[config.mk]
export PLATFORM = sky130hd
export DESIGN_NAME = div
export DESIGN_NICKNAME = d
export VERILOG_FILES = /design/src/rtl/div_pkg.sv /design/src/rtl/div_step.sv /design/src/rtl/div.sv
export SDC_FILE = /design/constraint.sdc
export NUM_CORES = 1
export LEC_CHECK = 0
export CORE_ASPECT_RATIO = 1.75
export CORE_MARGIN = 2
export CORE_UTILIZATION = 34
export CTS_BUF_LIST = sky130_fd_sc_hd__clkbuf_4 sky130_fd_sc_hd__clkbuf_8 sky130_fd_sc_hd__clkbuf_16
export CTS_CLUSTER_DIAMETER = 60
export DETAILED_ROUTE_END_ITERATION = 10
export DONT_BUFFER_PORTS = 1
export GPL_TIMING_DRIVEN = 0
export PLACE_DENSITY = 0.47
export SKIP_CTS_REPAIR_TIMING = 1
export SYNTH_ARGS = -nofsm -noshare
export SYNTH_HDL_FRONTEND = slang
export SYNTH_SLANG_ARGS = --single-unit
export TNS_END_PERCENT = 50
[constraint.sdc]
create_clock -name clk -period 11.65 [get_ports clk]
set_clock_uncertainty 0.2 [all_clocks]
set_input_delay 0.5825 -clock clk [delete_from_list [all_inputs] [get_ports clk]]
set_output_delay 0.5825 -clock clk [all_outputs]
set_load 0.01 [all_outputs]
[src/rtl/div_pkg.sv]
// Shared definitions for the multi-cycle divider and the EX stage that drives it.
// Optional feature macro used by div.sv: DIV_EARLY_OUT_EN.
package div_pkg;

  localparam int DIV_DATA_W = 32;
  localparam int DIV_STEPS  = 32;

  typedef enum logic [1:0] {
    DivFree   = 2'b00,
    DivByZero = 2'b01,
    DivOn     = 2'b10,
    DivEnd    = 2'b11
  } div_state_e;

  localparam logic DivResultReady    = 1'b1;
  localparam logic DivResultNotReady = 1'b0;
  localparam logic DivStart          = 1'b1;
  localparam logic DivStop           = 1'b0;

  // ALU op codes shared with EX for the two divide instructions
  localparam logic [7:0] EXE_DIV_OP  = 8'b0001_1010;
  localparam logic [7:0] EXE_DIVU_OP = 8'b0001_1011;

  // Magnitude of an operand: two's complement negate only for signed negatives
  function automatic logic [DIV_DATA_W-1:0] div_mag(input logic [DIV_DATA_W-1:0] v,
                                                    input logic is_signed);
    div_mag = (is_signed && v[DIV_DATA_W-1]) ? (~v + 1'b1) : v;
  endfunction

endpackage

[src/rtl/div_step.sv]
// One restoring-division iteration. Working register layout:
// [2W:W] partial remainder (W+1 bits), [W-1:0] remaining dividend bits / quotient bits.
module div_step
  import div_pkg::*;
#(
  parameter int DATA_W = DIV_DATA_W
) (
  input  logic [2*DATA_W:0] work,
  input  logic [DATA_W-1:0] divisor,
  output logic [2*DATA_W:0] work_next
);

  logic [2*DATA_W:0] shifted;
  logic [DATA_W:0]   trial;
  logic              unused_work_msb;

  // The remainder stays below the divisor, so the top bit is always clear before a shift
  assign unused_work_msb = work[2*DATA_W];

  // Shift in the next dividend bit, trial-subtract, keep the difference if it did not borrow
  always_comb begin
    shifted   = {work[2*DATA_W-1:0], 1'b0};
    trial     = shifted[2*DATA_W:DATA_W] - {1'b0, divisor};
    work_next = shifted;
    if (!trial[DATA_W])
      work_next = {trial, shifted[DATA_W-1:1], 1'b1};
  end

endmodule

[src/rtl/div.sv]
// 32-bit radix-2 restoring divider serving EX as a stall-until-ready responder.
// result_o = {remainder, quotient}; remainder goes to HI, quotient to LO.
// Optional macro DIV_EARLY_OUT_EN: finish immediately when |dividend| < |divisor|.
module div
  import div_pkg::*;
#(
  parameter int DATA_W = DIV_DATA_W
) (
  input  logic                clk,
  input  logic                rst,
  input  logic                signed_div_i,
  input  logic [DATA_W-1:0]   opdata1_i,
  input  logic [DATA_W-1:0]   opdata2_i,
  input  logic                start_i,
  input  logic                annul_i,
  output logic [2*DATA_W-1:0] result_o,
  output logic                ready_o
);

  div_state_e        state;
  logic [4:0]        cnt;
  logic [2*DATA_W:0] work;
  logic [2*DATA_W:0] work_next;
  logic [DATA_W-1:0] divisor;
  logic              neg_quot;
  logic              neg_rem;
  logic [DATA_W-1:0] mag1;
  logic [DATA_W-1:0] mag2;
  logic [DATA_W-1:0] quot_fix;
  logic [DATA_W-1:0] rem_fix;

  div_step #(.DATA_W(DATA_W)) u_step (
    .work      (work),
    .divisor   (divisor),
    .work_next (work_next)
  );

  // Operand magnitudes and sign fix-up of the value the final step produces
  always_comb begin
    mag1     = div_mag(opdata1_i, signed_div_i);
    mag2     = div_mag(opdata2_i, signed_div_i);
    quot_fix = work_next[DATA_W-1:0];
    rem_fix  = work_next[2*DATA_W-1:DATA_W];
    if (neg_quot) quot_fix = ~quot_fix + 1'b1;
    if (neg_rem)  rem_fix  = ~rem_fix + 1'b1;
  end

  // Divider FSM; all outputs registered
  always_ff @(posedge clk) begin
    if (rst) begin
      state    <= DivFree;
      cnt      <= '0;
      result_o <= '0;
      ready_o  <= DivResultNotReady;
      work     <= '0;
      divisor  <= '0;
      neg_quot <= 1'b0;
      neg_rem  <= 1'b0;
    end else begin
      case (state)
        DivFree: begin
          result_o <= '0;
          ready_o  <= DivResultNotReady;
          if (start_i == DivStart && !annul_i) begin
            if (opdata2_i == '0) begin
              state <= DivByZero;
            end
`ifdef DIV_EARLY_OUT_EN
            else if (mag1 < mag2) begin
              // Quotient is zero and the remainder is the dividend as given
              state    <= DivEnd;
              result_o <= {opdata1_i, {DATA_W{1'b0}}};
              ready_o  <= DivResultReady;
            end
`endif
            else begin
              state    <= DivOn;
              cnt      <= '0;
              work     <= {{(DATA_W+1){1'b0}}, mag1};
              divisor  <= mag2;
              neg_quot <= signed_div_i && (opdata1_i[DATA_W-1] ^ opdata2_i[DATA_W-1]);
              neg_rem  <= signed_div_i && opdata1_i[DATA_W-1];
            end
          end
        end

        DivByZero: begin
          state    <= DivEnd;
          result_o <= '0;
          ready_o  <= DivResultReady;
        end

        DivOn: begin
          if (annul_i) begin
            // Flush wins even over the final step
            state    <= DivFree;
            cnt      <= '0;
            result_o <= '0;
            ready_o  <= DivResultNotReady;
          end else begin
            work <= work_next;
            cnt  <= cnt + 5'd1;
            if (cnt == 5'(DIV_STEPS - 1)) begin
              state    <= DivEnd;
              cnt      <= '0;
              result_o <= {rem_fix, quot_fix};
              ready_o  <= DivResultReady;
            end
          end
        end

        DivEnd: begin
          // Hold the result until EX drops its request
          if (start_i == DivStop) begin
            state    <= DivFree;
            result_o <= '0;
            ready_o  <= DivResultNotReady;
          end
        end

        default: begin
          state <= DivFree;
        end
      endcase
    end
  end

endmodule
# Yosys cells after proc, flatten, opt, wreduce, memory -nomap -nowiden
# Cells that the tools add are included.
[word_totals]
out_inout_bits = 65
inputBits = 69
ff_bits = 170
word_cells = 71
[op_classes]
reduce_logical = 14
n_bitwise = 6
addsub = 6
muxes = 28
eq_ne = 9
[op_table]
columns = ["operator", "n"]
rows = [
  ["$mux W64", 7],
  ["$pmux W64 S3", 1],
  ["$add A32 B1 Y32 const B", 4],
  ["$mux W32", 4],
  ["$not A32 Y32", 4],
  ["$pmux W64 S2", 1],
  ["$sub A33 B32 Y33", 1],
  ["$logic_not A32 Y1", 1],
  ["$mux W5", 4],
  ["$mux W2", 5],
  ["$pmux W5 S2", 1],
  ["$reduce_and A3 Y1", 3],
  ["$ne A2 B2 Y1 const B", 4],
  ["$pmux W2 S4", 1],
  ["$add A5 B1 Y5 const B", 1],
  ["$eq A5 B5 Y1 const B", 1],
  ["$eq A2 B2 Y1 const B", 2],
  ["$logic_and A1 B1 Y1", 4],
  ["$pmux W1 S4", 1],
  ["$reduce_and A4 Y1", 1],
  ["$mux W1", 3],
  ["$ne A3 B3 Y1 const B", 1],
  ["$eq A2 B1 Y1 const B", 1],
  ["$logic_not A2 Y1", 1],
  ["6 further kinds", 6],
]

# Longest topological paths before layout
[depth]
word_depth = 8
depth_mapped = 22
ltp_nobuf = 20

# Hierarchy
# A second synthesis with hierarchy kept.
[hier_totals]
hier_cells = 1495
hier_area_um2 = 11654.9
[by_module_without_submodules]
columns = ["mod", "seq_area_each_um2", "n_inst", "cells_per_inst", "area_each_um2"]
rows = [
  ["div", 3423.3, 1, 1104, 8934.8],
  ["div_step", 0.0, 1, 391, 2720.1],
]

# Worst setup path after synthesis
# No wires, ideal clock.
[synth_timing]
path_kind = "reg2reg"
from = "register work[31]"
to = "register result_o[38]"
t_required_ns = 11.380
period_less_slack_ns = 4.311
t_arrival_ns = 4.040
n_path_buf = 3
stages_incl_launch_ff = 21
path_slack_ns = 7.339
setup_ns = 0.070
cell_sequence = "dfxtp_1 > inv_1 > ha_1 > inv_1 > fa_1 > a211oi_1 > o21ai_1 > o211ai_1 > a21oi_1 > a211oi_2 > xnor2_2 > buf_6 > buf_6 > buf_2 > mux2i_1 > ha_1 > inv_1 > o21ai_0 > xor2_1 > or3_1 > a21oi_1"
[synth_via]
elab_chain_len = 8
[synth_rtl]
columns = ["item", "line", "text"]
rows = [
  ["from (decl)", "div.sv:22", "logic [2*DATA_W:0] work;"],
  ["from (signal assigned)", "div.sv:79", "work <= {{(DATA_W+1){1'b0}}, mag1};"],
  ["from (signal assigned)", "div.sv:101", "work <= work_next;"],
  ["$sub A33 B32 Y33", "div_step.sv:23", "trial = shifted[2*DATA_W:DATA_W] - {1'b0, divisor};"],
  ["$mux W64 *", "div_step.sv:25", "if (!trial[DATA_W])"],
  ["$not A32 Y32", "div.sv:45", "if (neg_rem) rem_fix = ~rem_fix + 1'b1;"],
  ["$add A32 B1 Y32", "div.sv:45", ""],
  ["$mux W32 *", "div.sv:45", ""],
  ["$mux W64 *", "div.sv:103", "if (cnt == 5'(DIV_STEPS - 1)) begin"],
  ["$mux W64 *", "div.sv:94", "if (annul_i) begin"],
  ["$pmux W64 S3 *", "div.sv:60", "case (state)"],
  ["to (signal assigned)", "div.sv:106", "result_o <= {rem_fix, quot_fix};"],
  ["to (decl)", "div.sv:16", "output logic [2*DATA_W-1:0] result_o,"],
]
# Every way passes the cells marked *; elsewhere a longest branch is shown, timed or not. The select of a mux whose other input is x is not followed.
# A chain may end at the register's enable or synchronous reset.

# Worst setup path in the final report
[layout_timing]
from = "register work[31]"
to = "register result_o[52]"
# Same word-level chain as after synthesis.

==> results.md <==
- Num ports: 134
- Share of the yosys chip area belonging to registers: 28.8%
- Inserted Diodes: 0
- Worst hold slack: 0.0704 ns
- Number of global-route vias before repair: 11762
- Max-cap violations: 0
- WL final: 46.6 mm
- Placeable core area: 0.0343 mm2
- All-Layer GR Usage: 25.6%
- Area added between synthesis and finish: 9.75%
- Avg WL per Cell: 22.4 um
- Ranking of synthesized cells by area: dfxtp_1, nand2_1, xnor2_1
- Setup crit end kind: flop
- Number of buffers added on ports: 0
- EDFF count, synth: 0
- Die Wd: 145 um
- Mapped Cells: 1590
- Pre-Repair DR Iteration Count: 5
- Drt via density: 5.55
- Worst setup SP type: flop
- Yosys reg bits: 170
- Rows: 90
- Required time worst endpoint: 11.77 ns
- Worst Reg2Reg Path Length in Cells: 20
- Non-Filler Instances: 2082
- DRC errors left: 0
- RSZ-0062 raised after global routing: false
- Post-synthesis net count: 1702
- Post-Syn Area: 0.0118 mm2
- Tcrit/Tclk final: 49.6%
- Crit path kind: reg -> reg
- Worst Hold Path Cells: 2
- Most used flip-flop cell after synthesis: dfxtp_1
- Clk_lat worst skew: 0.46 ns
- Worst flop-to-flop path endpoint: result_o[52]
- Pin count of the biggest net entering global routing: 17
- Period minus WS final: 5.78 ns
- Sequential power share: 29.4%
- Setup tns final: 0 ns
- Starting Density: 34.4%
- Combinational share of power: 46.0%
- Post-Syn Area per Cell: 7.44 um2
- Area share of the largest cell type after synthesis: 28.8%
- Clock power frac: 24.6%
- DP Cell Count: 2050
- Fmax: 173 MHz
- First-pass GRT wire length: 70.7 mm
- HP Class: in -> reg
- PwrDens: 181 mW/mm2
- Worst-path fanout max: 10
- GRT overflow: 0
- Switch share: 45.5%
- Hpwl dp: 38.3 mm
- Most frequent cell after synthesis: nand2_1
- Worst Hold End: divisor[0]
- Utilization after layout: 37.8%
- GP Congestion: 0.948
- Hold Crit Start: opdata2_i[0]
- Reg-to-reg slack, setup: 5.87 ns
- CTS Root Cell: clkbuf_16
- Share of post-route cells with drive strength above 1: 4.87%
- Final Hold Viols: 0
- CTS Buf Count: 17
- Warnings, synthesis: 0
- Slew @ Worst Pin: 1.08 ns
- FFs w/ async S/R, synth: 0%
- Leakage: 4.77 nW
- R2r startpoint: work[31]
- Htree depth: 4
- Initial antenna violation count: 0
- Area leader, netlist: dfxtp_1
- DRT antenna net count: 0
- Final net count: 1721
- Pins Over Slew Limit: 0
- # clock sinks: 170
- Crit path DAT: 5.89 ns
- Unique masters post-synth: 85
- Worst-path clk slew: 0.07 ns
- Pint: 1.28 mW
- Slew headroom: 27.0%
- Post-synth top cells: nand2_1, dfxtp_1, nor2_1
- Setup violators final: 0
- Overall power: 2.35 mW
- DRT iter0 DRCs: 545
- DIE HEIGHT: 251 um
- Outcome: completed
- VDD IR-drop max: 0.115 mV
- Clock Tree Buf Depth: 2
- Routed via count: 11548
- P_sw: 1.07 mW
- Die Area: 0.0363 mm2
- CTS tree: yes
[kinds of logic (layout without fill, tap and decap cells)]
kind of cell / count (synthesis) / in the layout / synth area share [%]
multiplexers: 30 / 30 / 2.58
buffers and inverters: 152 / 184 / 5.33
XOR/XNOR: 132 / 132 / 9.84
flip-flops: 170 / 170 / 28.8
AO/OA/AOI/OAI: 487 / 487 / 26.5
adder cells (fa/ha/maj): 43 / 43 / 4.61
AND/OR/NAND/NOR: 576 / 576 / 22.3
[cell type report]
cell class,instances,area (um2)
buffer,90,395
clock buffer,21,468
clock inverter,11,110
fill,3710,21400
inverter,62,235
multi-input combinational,1268,7790
sequential,170,3400
tap,460,576
[placed cells by master (no fill, tap or decap), drive strengths merged, types with 5 or more instances in the layout]
| master | instances |
|---|---|
| a211oi | 41 |
| a21boi | 5 |
| a21o | 13 |
| a21oi | 141 |
| a22o | 6 |
| a22oi | 46 |
| a31oi | 10 |
| and2 | 14 |
| and3 | 6 |
| and4 | 5 |
| buf | 23 |
| clkbuf | 88 |
| clkinv | 5 |
| dfxtp | 170 |
| ha | 42 |
| inv | 65 |
| mux2i | 26 |
| nand2 | 229 |
| nand2b | 9 |
| nand3 | 25 |
| nand3b | 5 |
| nand4 | 5 |
| nor2 | 163 |
| nor2b | 8 |
| nor3 | 33 |
| nor4 | 24 |
| o211ai | 19 |
| o21a | 7 |
| o21ai | 125 |
| o31ai | 21 |
| o41ai | 10 |
| or2 | 7 |
| or3 | 18 |
| or4 | 13 |
| xnor2 | 83 |
| xor2 | 49 |
[flip-flops by register name, summed over array words and instances (netlist names)]
name / count
result_o: 64
work: 64
divisor: 32
cnt: 5
state: 2
neg_quot: 1
neg_rem: 1
ready_o: 1
[power by group through the flow]
stage / logic [mW] / clock network, mW / registers (mW)
CTS: 1.08 / 0.588 / 0.689
global placement: 1.07 / 0 / 0.701
detailed placement: 1.07 / 0 / 0.702
finish: 1.08 / 0.576 / 0.690
global route: 1.18 / 0.609 / 0.697
floorplan: 0.735 / 0 / 0.685
[routing by layer]
layer | track usage [%] | up-vias | wire length (um)
met1 | 23.6 | 5423 | 16000
met5 | 0 | - | 0
li1 | - | 5718 | -
met4 | 15.7 | 0 | 2860
met2 | 51.4 | 300 | 25800
met3 | 4.15 | 107 | 1940
[worst max path at each step]
stage                         from           end  slack [ns]  depth (start not counted)
final                     work[31]  result_o[52]        5.87                         20
after global routing      work[31]  result_o[26]        5.55                         21
after CTS                 work[31]  result_o[26]        5.85                         21
after detailed placement  work[31]  result_o[26]        5.92                         21
after global placement    work[31]  result_o[26]        5.86                         21
after floorplan           work[31]  result_o[38]        7.34                         20
[metrics by stage]
step	setup WS, ns	cell area [um2]
2_1_floorplan	7.34	11800
3_3_place_gp	5.86	12400
3_5_place_dp	5.92	12400
4_1_cts	5.85	13000
5_1_grt	5.55	13000
6_report	5.87	13000
[critical path, stage by stage, from the launching register on]
cell and delay [ns]:
dfxtp_1 0.33, inv_1 0.09, ha_1 0.16, inv_1 0.05
fa_1 0.42, a211oi_1 0.24, o21ai_1 0.23, o211ai_1 0.57
a21oi_1 0.18, a211oi_2 0.29, xnor2_2 0.26, inv_4 0.16
buf_2 0.28, buf_2 0.26, o21ai_0 0.48, inv_1 0.09
ha_1 0.31, a31oi_1 0.43, a21oi_1 0.11, xnor2_1 0.34
o21ai_0 0.12
Power figures use the tool's default switching activity.
